==> src/rtl/mpt2042_spi_slave.sv <==
`timescale 1ns/1ps
// mpt2042_spi_slave
//    Emulates the MPT2042 TDC configuration port so that the SPI master and
//    configuration sequencer can run in loopback without a TDC fitted. SSN,
//    SCLK and MOSI are oversampled on the system clock; MISO is driven in
//    SPI mode 3. A 16x8 register file sits behind the port (address 0 is the
//    read-only device ID) and every accepted write is reported to the fabric.
//
//    Optional feature macro: MPT2042_SLV_ERRCNT_EN
//       defined   : address 4'hF reads a saturating count of framing errors
//                   and ignores writes.
//       undefined : address 4'hF is an ordinary read/write register.
//
// Ports
//    i_clk        system clock (100 MHz)
//    i_rst_n      asynchronous active-low reset
//    i_spi_ssn    slave select, active-low
//    i_spi_clk    SCLK, idles high
//    i_spi_mosi   master-out data
//    o_spi_miso   slave-out data (1 while deselected)
//    o_reg_wr     one-cycle pulse per accepted register write
//    o_reg_addr   address of the last accepted write
//    o_reg_wdata  data of the last accepted write
//    o_frame_done one-cycle pulse at SSN rise after a whole number of bytes
//    o_frame_err  one-cycle pulse at SSN rise with a partial byte pending
//
// FSM states
//    state   | meaning
//    --------+-----------------------------------------------------------
//    IDLE    | deselected, waiting for a synchronized SSN fall
//    CMD     | shifting in the command byte
//    DATA    | data bytes: write to / read from auto-incrementing address

module mpt2042_spi_slave #(
   parameter logic [7:0] DEVICE_ID   = 8'hA5,
   parameter int         SYNC_STAGES = 2
) (
   input  logic       i_clk,
   input  logic       i_rst_n,
   input  logic       i_spi_ssn,
   input  logic       i_spi_clk,
   input  logic       i_spi_mosi,
   output logic       o_spi_miso,
   output logic       o_reg_wr,
   output logic [3:0] o_reg_addr,
   output logic [7:0] o_reg_wdata,
   output logic       o_frame_done,
   output logic       o_frame_err
);

   localparam logic [1:0] ST_IDLE = 2'd0;
   localparam logic [1:0] ST_CMD  = 2'd1;
   localparam logic [1:0] ST_DATA = 2'd2;

   logic [SYNC_STAGES-1:0] ssn_sync;
   logic [SYNC_STAGES-1:0] sclk_sync;
   logic [SYNC_STAGES-1:0] mosi_sync;
   logic                   ssn_d;
   logic                   sclk_d;
   logic                   ssn_s;
   logic                   sclk_s;
   logic                   mosi_s;
   logic                   ssn_rise;
   logic                   ssn_fall;
   logic                   sclk_rise;
   logic                   sclk_fall;

   logic [1:0]             state;
   logic [2:0]             bit_cnt;
   logic [7:0]             rx_sr;
   logic [7:0]             tx_sr;
   logic [3:0]             addr;
   logic                   rd_mode;
   logic                   byte_pend;
   logic                   byte_is_cmd;
   logic [7:0]             regs [1:15];
   logic                   frame_err_evt;
   logic                   addr_writable;
   logic [7:0]             rd_cmd_val;
   logic [7:0]             rd_next_val;
   logic [3:0]             addr_next;

`ifdef MPT2042_SLV_ERRCNT_EN
   logic [7:0]             err_cnt;
`endif

   // SSN synchronizer resets low so a select that is already asserted when
   // reset releases never looks like a fresh falling edge; a real frame can
   // only start after SSN has been seen high.
   always_ff @(posedge i_clk or negedge i_rst_n) begin
      if (!i_rst_n) begin
         ssn_sync  <= '0;
         sclk_sync <= '1;
         mosi_sync <= '0;
         ssn_d     <= 1'b0;
         sclk_d    <= 1'b1;
      end else begin
         ssn_sync  <= {ssn_sync[SYNC_STAGES-2:0], i_spi_ssn};
         sclk_sync <= {sclk_sync[SYNC_STAGES-2:0], i_spi_clk};
         mosi_sync <= {mosi_sync[SYNC_STAGES-2:0], i_spi_mosi};
         ssn_d     <= ssn_s;
         sclk_d    <= sclk_s;
      end
   end

   assign ssn_s     = ssn_sync[SYNC_STAGES-1];
   assign sclk_s    = sclk_sync[SYNC_STAGES-1];
   assign mosi_s    = mosi_sync[SYNC_STAGES-1];
   assign ssn_rise  = ssn_s & ~ssn_d;
   assign ssn_fall  = ~ssn_s & ssn_d;
   assign sclk_rise = sclk_s & ~sclk_d;
   assign sclk_fall = ~sclk_s & sclk_d;

   assign frame_err_evt = ssn_rise && (state != ST_IDLE) && (bit_cnt != 3'd0);
   assign addr_next     = addr + 4'd1;

   function automatic logic [7:0] read_reg(input logic [3:0] a);
      logic [7:0] v;
      if (a == 4'h0) begin
         v = DEVICE_ID;
      end else begin
         v = regs[a];
`ifdef MPT2042_SLV_ERRCNT_EN
         if (a == 4'hF) v = err_cnt;
`endif
      end
      return v;
   endfunction

   always_comb begin
      rd_cmd_val    = read_reg(rx_sr[3:0]);
      rd_next_val   = read_reg(addr_next);
      addr_writable = (addr != 4'h0);
`ifdef MPT2042_SLV_ERRCNT_EN
      if (addr == 4'hF) addr_writable = 1'b0;
`endif
   end

`ifdef MPT2042_SLV_ERRCNT_EN
   always_ff @(posedge i_clk or negedge i_rst_n) begin
      if (!i_rst_n) begin
         err_cnt <= 8'h00;
      end else if (frame_err_evt && (err_cnt != 8'hFF)) begin
         err_cnt <= err_cnt + 8'd1;
      end
   end
`endif

   always_ff @(posedge i_clk or negedge i_rst_n) begin
      if (!i_rst_n) begin
         state        <= ST_IDLE;
         bit_cnt      <= 3'd0;
         rx_sr        <= 8'h00;
         tx_sr        <= 8'h00;
         addr         <= 4'h0;
         rd_mode      <= 1'b0;
         byte_pend    <= 1'b0;
         byte_is_cmd  <= 1'b0;
         o_spi_miso   <= 1'b1;
         o_reg_wr     <= 1'b0;
         o_reg_addr   <= 4'h0;
         o_reg_wdata  <= 8'h00;
         o_frame_done <= 1'b0;
         o_frame_err  <= 1'b0;
         for (int i = 1; i < 16; i++) regs[i] <= 8'h00;
      end else begin
         o_reg_wr     <= 1'b0;
         o_frame_done <= 1'b0;
         o_frame_err  <= 1'b0;
         byte_pend    <= 1'b0;

         // SSN rise has priority over any SCLK edge in the same cycle.
         if (ssn_rise) begin
            if (state != ST_IDLE) begin
               o_frame_done <= (bit_cnt == 3'd0);
               o_frame_err  <= (bit_cnt != 3'd0);
            end
            state      <= ST_IDLE;
            bit_cnt    <= 3'd0;
            o_spi_miso <= 1'b1;
         end else begin
            case (state)
               ST_IDLE: begin
                  bit_cnt    <= 3'd0;
                  o_spi_miso <= 1'b1;
                  if (ssn_fall) begin
                     state      <= ST_CMD;
                     o_spi_miso <= 1'b0;
                  end
               end
               ST_CMD, ST_DATA: begin
                  if (sclk_rise) begin
                     bit_cnt <= bit_cnt + 3'd1;
                     rx_sr   <= {rx_sr[6:0], mosi_s};
                     if (bit_cnt == 3'd7) begin
                        byte_pend   <= 1'b1;
                        byte_is_cmd <= (state == ST_CMD);
                        state       <= ST_DATA;
                     end
                  end
                  // First fall of a byte presents the freshly loaded MSB;
                  // later falls shift the next bit up.
                  if (sclk_fall && (state == ST_DATA) && rd_mode) begin
                     if (bit_cnt == 3'd0) begin
                        o_spi_miso <= tx_sr[7];
                     end else begin
                        tx_sr      <= {tx_sr[6:0], 1'b0};
                        o_spi_miso <= tx_sr[6];
                     end
                  end
               end
               default: state <= ST_IDLE;
            endcase
         end

         // Byte completion is handled one cycle after the 8th rise, once the
         // last bit has landed in rx_sr.
         if (byte_pend) begin
            if (byte_is_cmd) begin
               rd_mode <= rx_sr[7];
               addr    <= rx_sr[3:0];
               tx_sr   <= rd_cmd_val;
            end else begin
               if (!rd_mode && addr_writable) begin
                  regs[addr]  <= rx_sr;
                  o_reg_wr    <= 1'b1;
                  o_reg_addr  <= addr;
                  o_reg_wdata <= rx_sr;
               end
               addr <= addr_next;
               if (rd_mode) tx_sr <= rd_next_val;
            end
         end
      end
   end

endmodule
==> config.mk <==
export PLATFORM = sky130hd
export DESIGN_NAME = mpt2042_spi_slave
export DESIGN_NICKNAME = d
export VERILOG_FILES = /design/src/rtl/mpt2042_spi_slave.sv
export SDC_FILE = /design/constraint.sdc
export NUM_CORES = 1
export LEC_CHECK = 0
export ABC_AREA = 0
export BUFFER_PORTS_ARGS = -buffer_cell sky130_fd_sc_hd__buf_2
export CAP_MARGIN = 20
export CORE_UTILIZATION = 40
export DETAILED_ROUTE_END_ITERATION = 12
export HOLD_SLACK_MARGIN = 0.03
export MAX_ROUTING_LAYER = met4
export PLACE_DENSITY = 0.66
export RECOVER_POWER = 100
export SYNTH_ARGS = -nofsm -noshare
export SYNTH_HDL_FRONTEND = slang
export SYNTH_SLANG_ARGS = --single-unit
==> constraint.sdc <==
create_clock -name i_clk -period 6.2 [get_ports i_clk]
set_input_delay 0.93 -clock i_clk [delete_from_list [all_inputs] [get_ports i_clk]]
set_output_delay 0.93 -clock i_clk [all_outputs]
set_load 0.03 [all_outputs]
# ---- Yosys cells after proc, flatten, opt, wreduce, memory -nomap -nowiden
# Index checks and enable logic that the tools add are counted.
dict set report op_classes {
  n_addsub 2
  n_lt_le_gt_ge 4
  bitwise_logic 13
  muxes 43
  n_eq_ne 7
  n_reduce_logical 21
}
# cell n
set op_table {}
lappend op_table {{$bwmux 120} 1}
lappend op_table {{$mux 8} 14}
lappend op_table {{$bmux 8 s4} 2}
lappend op_table {{$demux 8 s4} 1}
lappend op_table {{$ge 5x5->1 const B} 3}
lappend op_table {{$mux 1} 15}
lappend op_table {{$not 4->5} 3}
lappend op_table {{$ne 3x3->1 const B} 4}
lappend op_table {{$reduce_and 3->1} 3}
lappend op_table {{$logic_not 4->1} 2}
lappend op_table {{$mux 2} 4}
lappend op_table {{$mux 3} 2}
lappend op_table {{$not 1->1} 6}
lappend op_table {{$pmux 3 s2} 1}
lappend op_table {{$reduce_and 2->1} 3}
lappend op_table {{$reduce_bool 3->1} 2}
lappend op_table {{$lt 5x1->1 const B} 1}
lappend op_table {{$add 4x1->4 const B} 1}
lappend op_table {{$and 1x1->1} 4}
lappend op_table {{$logic_and 1x1->1} 4}
lappend op_table {{$mux 4} 1}
lappend op_table {{$pmux 2 s2} 1}
lappend op_table {{$reduce_and 4->1} 1}
lappend op_table {{$reduce_bool 4->1} 1}
lappend op_table {{10 further kinds} 10}
dict set report totals {
  wordCells 124
  ff_bits 172
  input_bits 5
}

# ---- Logic depth before layout (Yosys ltp)
dict set report depth {
  word_depth 10
  depth_mapped 14
  mapped_depth_nobuf 7
}

# ---- Worst setup path before layout
# No wires, ideal clock.
dict set report synth_path {
  path_type {register -> register}
  from {register addr[0]}
  to {register tx_sr[2]}
  path_slack_ps 3357
  path_stages_with_launch 15
  t_required_ps 6076
  setup_time_ps 124
  arrival_time_ps 2719
  path_cell_list {dfrtp_1 > buf_6 > buf_12 > buf_12 > buf_4 > clkinv_1 > ha_1 > buf_2 > buf_2 > buf_2 > mux2i_1 > nor2_1 > a31oi_1 > o211ai_1 > a211o_1}
}
dict set report synth_between {
  elab_chain_len 9
  word_cells_on_any_way 10
}
# element line_no
set synth_rtl {}
lappend synth_rtl {{start: declaration} 72} ;# logic [3:0] addr;
lappend synth_rtl {{start signal: assignment} 221} ;# addr <= rx_sr[3:0];
lappend synth_rtl {{start signal: assignment} 230} ;# addr <= addr_next;
lappend synth_rtl {{$add 4x1->4 *} 115} ;# assign addr_next = addr + 4'd1;
lappend synth_rtl {{$not 4->5 (implied by the code)} 122} ;# v = regs[a];
lappend synth_rtl {{$bmux 8 s4} 122}
lappend synth_rtl {{$mux 8 (implied by the code) (2 in series)} 122}
lappend synth_rtl {{$mux 8 *} 119} ;# if (a == 4'h0) begin
lappend synth_rtl {{$mux 8 *} 231} ;# if (rd_mode) tx_sr <= rd_next_val;
lappend synth_rtl {{$mux 8 *} 219} ;# if (byte_is_cmd) begin
lappend synth_rtl {{$mux 8 *} 218} ;# if (byte_pend) begin
lappend synth_rtl {{end signal: assignment} 207} ;# tx_sr <= {tx_sr[6:0], 1'b0};
lappend synth_rtl {{end signal: assignment} 222} ;# tx_sr <= rd_cmd_val;
lappend synth_rtl {{end signal: assignment} 231}
lappend synth_rtl {{end: declaration} 71} ;# logic [7:0] tx_sr;
# Every way passes the cells marked *; elsewhere a longest branch is shown, timed or not. The select of a mux whose other input is x is not followed.
# A chain may end at the register's enable or synchronous reset.

# ---- Final worst setup path
dict set report layout_path {
  from {register addr[0]}
  to {register tx_sr[7]}
}
# The elaborated chain is that of the path after synthesis.

==> results.sh <==
export IMPL_cts_num_sinks=172
export IMPL_grt_max_degree=106
export IMPL_final_period_utilization=0.699
export IMPL_design_area_sq_um=9760
export IMPL_die_area_sq_um=22900
export IMPL_gp_congestion=0.887
export IMPL_yosys_top_cells_area="dfrtp_1, mux2_2, mux4_2"
export IMPL_die_w_um=151
export IMPL_yosys_area_top_type_share=0.471
export IMPL_die_h_um=151
export IMPL_netlist_cell_type_count=54
export IMPL_vias=5735
export IMPL_grt_overflow=0
export IMPL_grt_pass1_vias=5900
export IMPL_maxCapViolCount=4
export IMPL_cts_root_buffer="clkbuf_16"
export IMPL_antenna_found_initial=0
export IMPL_max_stage_delay_ns=1.75
export IMPL_synthesis_nets=682
export IMPL_crit_arrival_ns=4.65
export IMPL_fmax_ghz=0.231
export IMPL_clk_pin_slew_ns=0.07
export IMPL_async_flop_share=1.00
export IMPL_synth_area_leader_cell="dfrtp_1"
export IMPL_worst_slack_ns=1.87
export IMPL_core_area_sq_um=21900
export IMPL_place_area_sq_um=9200
export IMPL_ys_flop_type="dfrtp_1"
export IMPL_reg2reg_slack_ns=1.87
export IMPL_holdWs_ns=0.348
export IMPL_synth_cells=665
export IMPL_drive_gt1_frac=0.315
export IMPL_grt_pass1_wl_um=33200
export IMPL_r2r_end="tx_sr[7]$_DFF_PN0_"
export IMPL_ys_ff_latch=172
export IMPL_path_class="reg -> reg"
export IMPL_cts_tree="done"
export IMPL_hold_buffers=0
export IMPL_startpoint="addr[0]$_DFFE_PN0P_"
export IMPL_area_growth_synth_to_final_pct=9.25
export IMPL_startpoint_type="register"
export IMPL_ys_seq_area_frac=0.482
export IMPL_rows=54
export IMPL_rsz0062_at_grt="no"
export IMPL_fin_cells=964
export IMPL_post_cts_setup_buffer_count=0
export IMPL_nNetsFinal=687
export IMPL_worstSkewPairLatency_ns=0.44
export IMPL_worst_r2r_cell_count=8
export IMPL_fin_crit_ns=4.33
export IMPL_relSlewSlack=-0.758
export IMPL_power_density_nw_per_um2=277
export IMPL_p_leak_nw=4.41
export IMPL_place_ws_ns=3.00
export IMPL_grt_usage=0.203
export IMPL_hpwl_um=13600
export IMPL_io_buffers=20
export IMPL_drtIter0Drc=499
export IMPL_numCtsBuffers=17
export IMPL_setup_tns_ns=0
export IMPL_dr_pass1_iters=5
export IMPL_min_path_type="reg -> reg"
export IMPL_register_area_sq_um=4310
export IMPL_fill_cells=1965
export IMPL_critPathCapture="tx_sr[7]$_DFF_PN0_"
export IMPL_cts_path_max_buffers=2
export IMPL_initial_core_util=0.408
export IMPL_yosys_warnings=0
export IMPL_synth_common_cells="dfrtp_1, mux2_2, nand2_1, mux4_2, mux2i_1"
export IMPL_drt_total_wl_um=21300
export IMPL_synth_edf_count=0
export IMPL_endpoint_kind="register"
export IMPL_cts_repair_resized=0
export IMPL_max_slew_worst_pin_slew_ns=2.61
export IMPL_syn_area_per_cell_sq_um=13.4
export IMPL_cpMaxStageDelayCell="clkbuf_1"
export IMPL_ios=21
export IMPL_r2r_start="addr[0]$_DFFE_PN0P_"
export IMPL_slew_violations=114
export IMPL_synth_most_common_cell="dfrtp_1"
export IMPL_finClkSkew_ns=0.0101
export IMPL_fin_util=0.446
export IMPL_drc=0
export IMPL_crit_required_ns=6.52
export IMPL_syn_area_sq_um=8930
export IMPL_avgViaCountPerCell=5.95
export IMPL_violations="max-capacitance violations, max-slew violations"
export IMPL_place_inst=930
export IMPL_critPathMaxFanout=35
export IMPL_finalPower_mw=2.70
export IMPL_setup_viol=0
export IMPL_worstPathCellList="clkbuf_1 > ha_1 > xor2_1 > buf_4 > mux4_2 > nand2_1 > o211ai_1 > a221o_1"
export IMPL_cts_max_level=4
export IMPL_ir_drop_v=0.000176
export IMPL_antenna_left=0
export IMPL_status="finished, violations left"
export IMPL_wl_per_cell_um=22.0
export IMPL_hold_viol=0
export IMPL_multi_input_area_sq_um=4310
==> power by group <==
group / internal (mW) / switching, mW
sequential: 1.15 / 0.0659
clock: 0.605 / 0.472
combinational: 0.135 / 0.271
==> logic make-up after synthesis <==
kind of cell	count (synthesis)	share of synthesized area
adders and majority gates	12	0.0168
and+or+nand+nor	117	0.0635
DFF	172	0.482
buffers and inverters	57	0.0340
AOI/OAI and AO/OA	82	0.0608
muxes	220	0.337
xor gates and xnor gates	5	0.00490
==> worst min path at each step <==
stage	startpoint	slack [ns]	to	cells after the start
6_report	mosi_sync[0]$_DFF_PN0_	0.35	mosi_sync[1]$_DFF_PN0_	0
5_1_grt	mosi_sync[0]$_DFF_PN0_	0.37	mosi_sync[1]$_DFF_PN0_	0
4_1_cts	mosi_sync[0]$_DFF_PN0_	0.35	mosi_sync[1]$_DFF_PN0_	0
3_5_place_dp	mosi_sync[0]$_DFF_PN0_	0.33	mosi_sync[1]$_DFF_PN0_	0
3_3_place_gp	mosi_sync[0]$_DFF_PN0_	0.34	mosi_sync[1]$_DFF_PN0_	0
2_1_floorplan	mosi_sync[0]$_DFF_PN0_	0.33	mosi_sync[1]$_DFF_PN0_	0
==> cell type report <==
type,count,area share
Antenna cell,1,0.000256
Clock buffer,19,0.0444
Clock inverter,13,0.0160
Inverter,13,0.00500
Multi-Input combinational cell,436,0.442
Sequential cell,172,0.442
Tap cell,280,0.0359
Timing Repair Buffer,30,0.0150
==> critical path: cells and delay by family, from the launching register on <==
kind	cells	cell delay (ns)
compound gates	2	0.47
xor+xnor	1	0.20
fa+ha+maj	1	0.66
buf+inv	2	2.07
flops	1	0.35
mux	1	0.37
simple gates	1	0.09
==> per-layer routing <==
metal	track usage	part of all wire	vias to the layer above	wire length, um
met1	0.263	0.43	2991	9190
met2	0.318	0.49	203	10400
met4	0.0735	0.026	0	544
met5	-	0	-	0
met3	0.0373	0.053	45	1140
li1	-	-	2496	-
==> layout by cell type (no fill, tap or decap), drive strengths merged, types with 3 or more instances in the layout <==
| master | instances |
|---|---|
| nand3 | 9 |
| xor2 | 3 |
| clkbuf | 39 |
| a21oi | 10 |
| nand2b | 4 |
| mux4 | 48 |
| mux2 | 136 |
| nor2 | 23 |
| mux2i | 36 |
| clkinv | 3 |
| dfrtp | 168 |
| a221o | 4 |
| a211o | 3 |
| nor3b | 3 |
| buf | 10 |
| o22ai | 8 |
| ha | 12 |
| and3 | 6 |
| nor2b | 6 |
| and2 | 4 |
| a22oi | 4 |
| a31oi | 8 |
| dfstp | 4 |
| nand2 | 56 |
| inv | 19 |
| o21ai | 27 |
==> flip-flops by register name (all words and copies together) (netlist names), 3 cells and up <==
register	count
tx_sr	8
o_reg_addr	4
addr	4
rx_sr	8
bit_cnt	3
regs	120
o_reg_wdata	8
(Power assumes the default switching activity.)
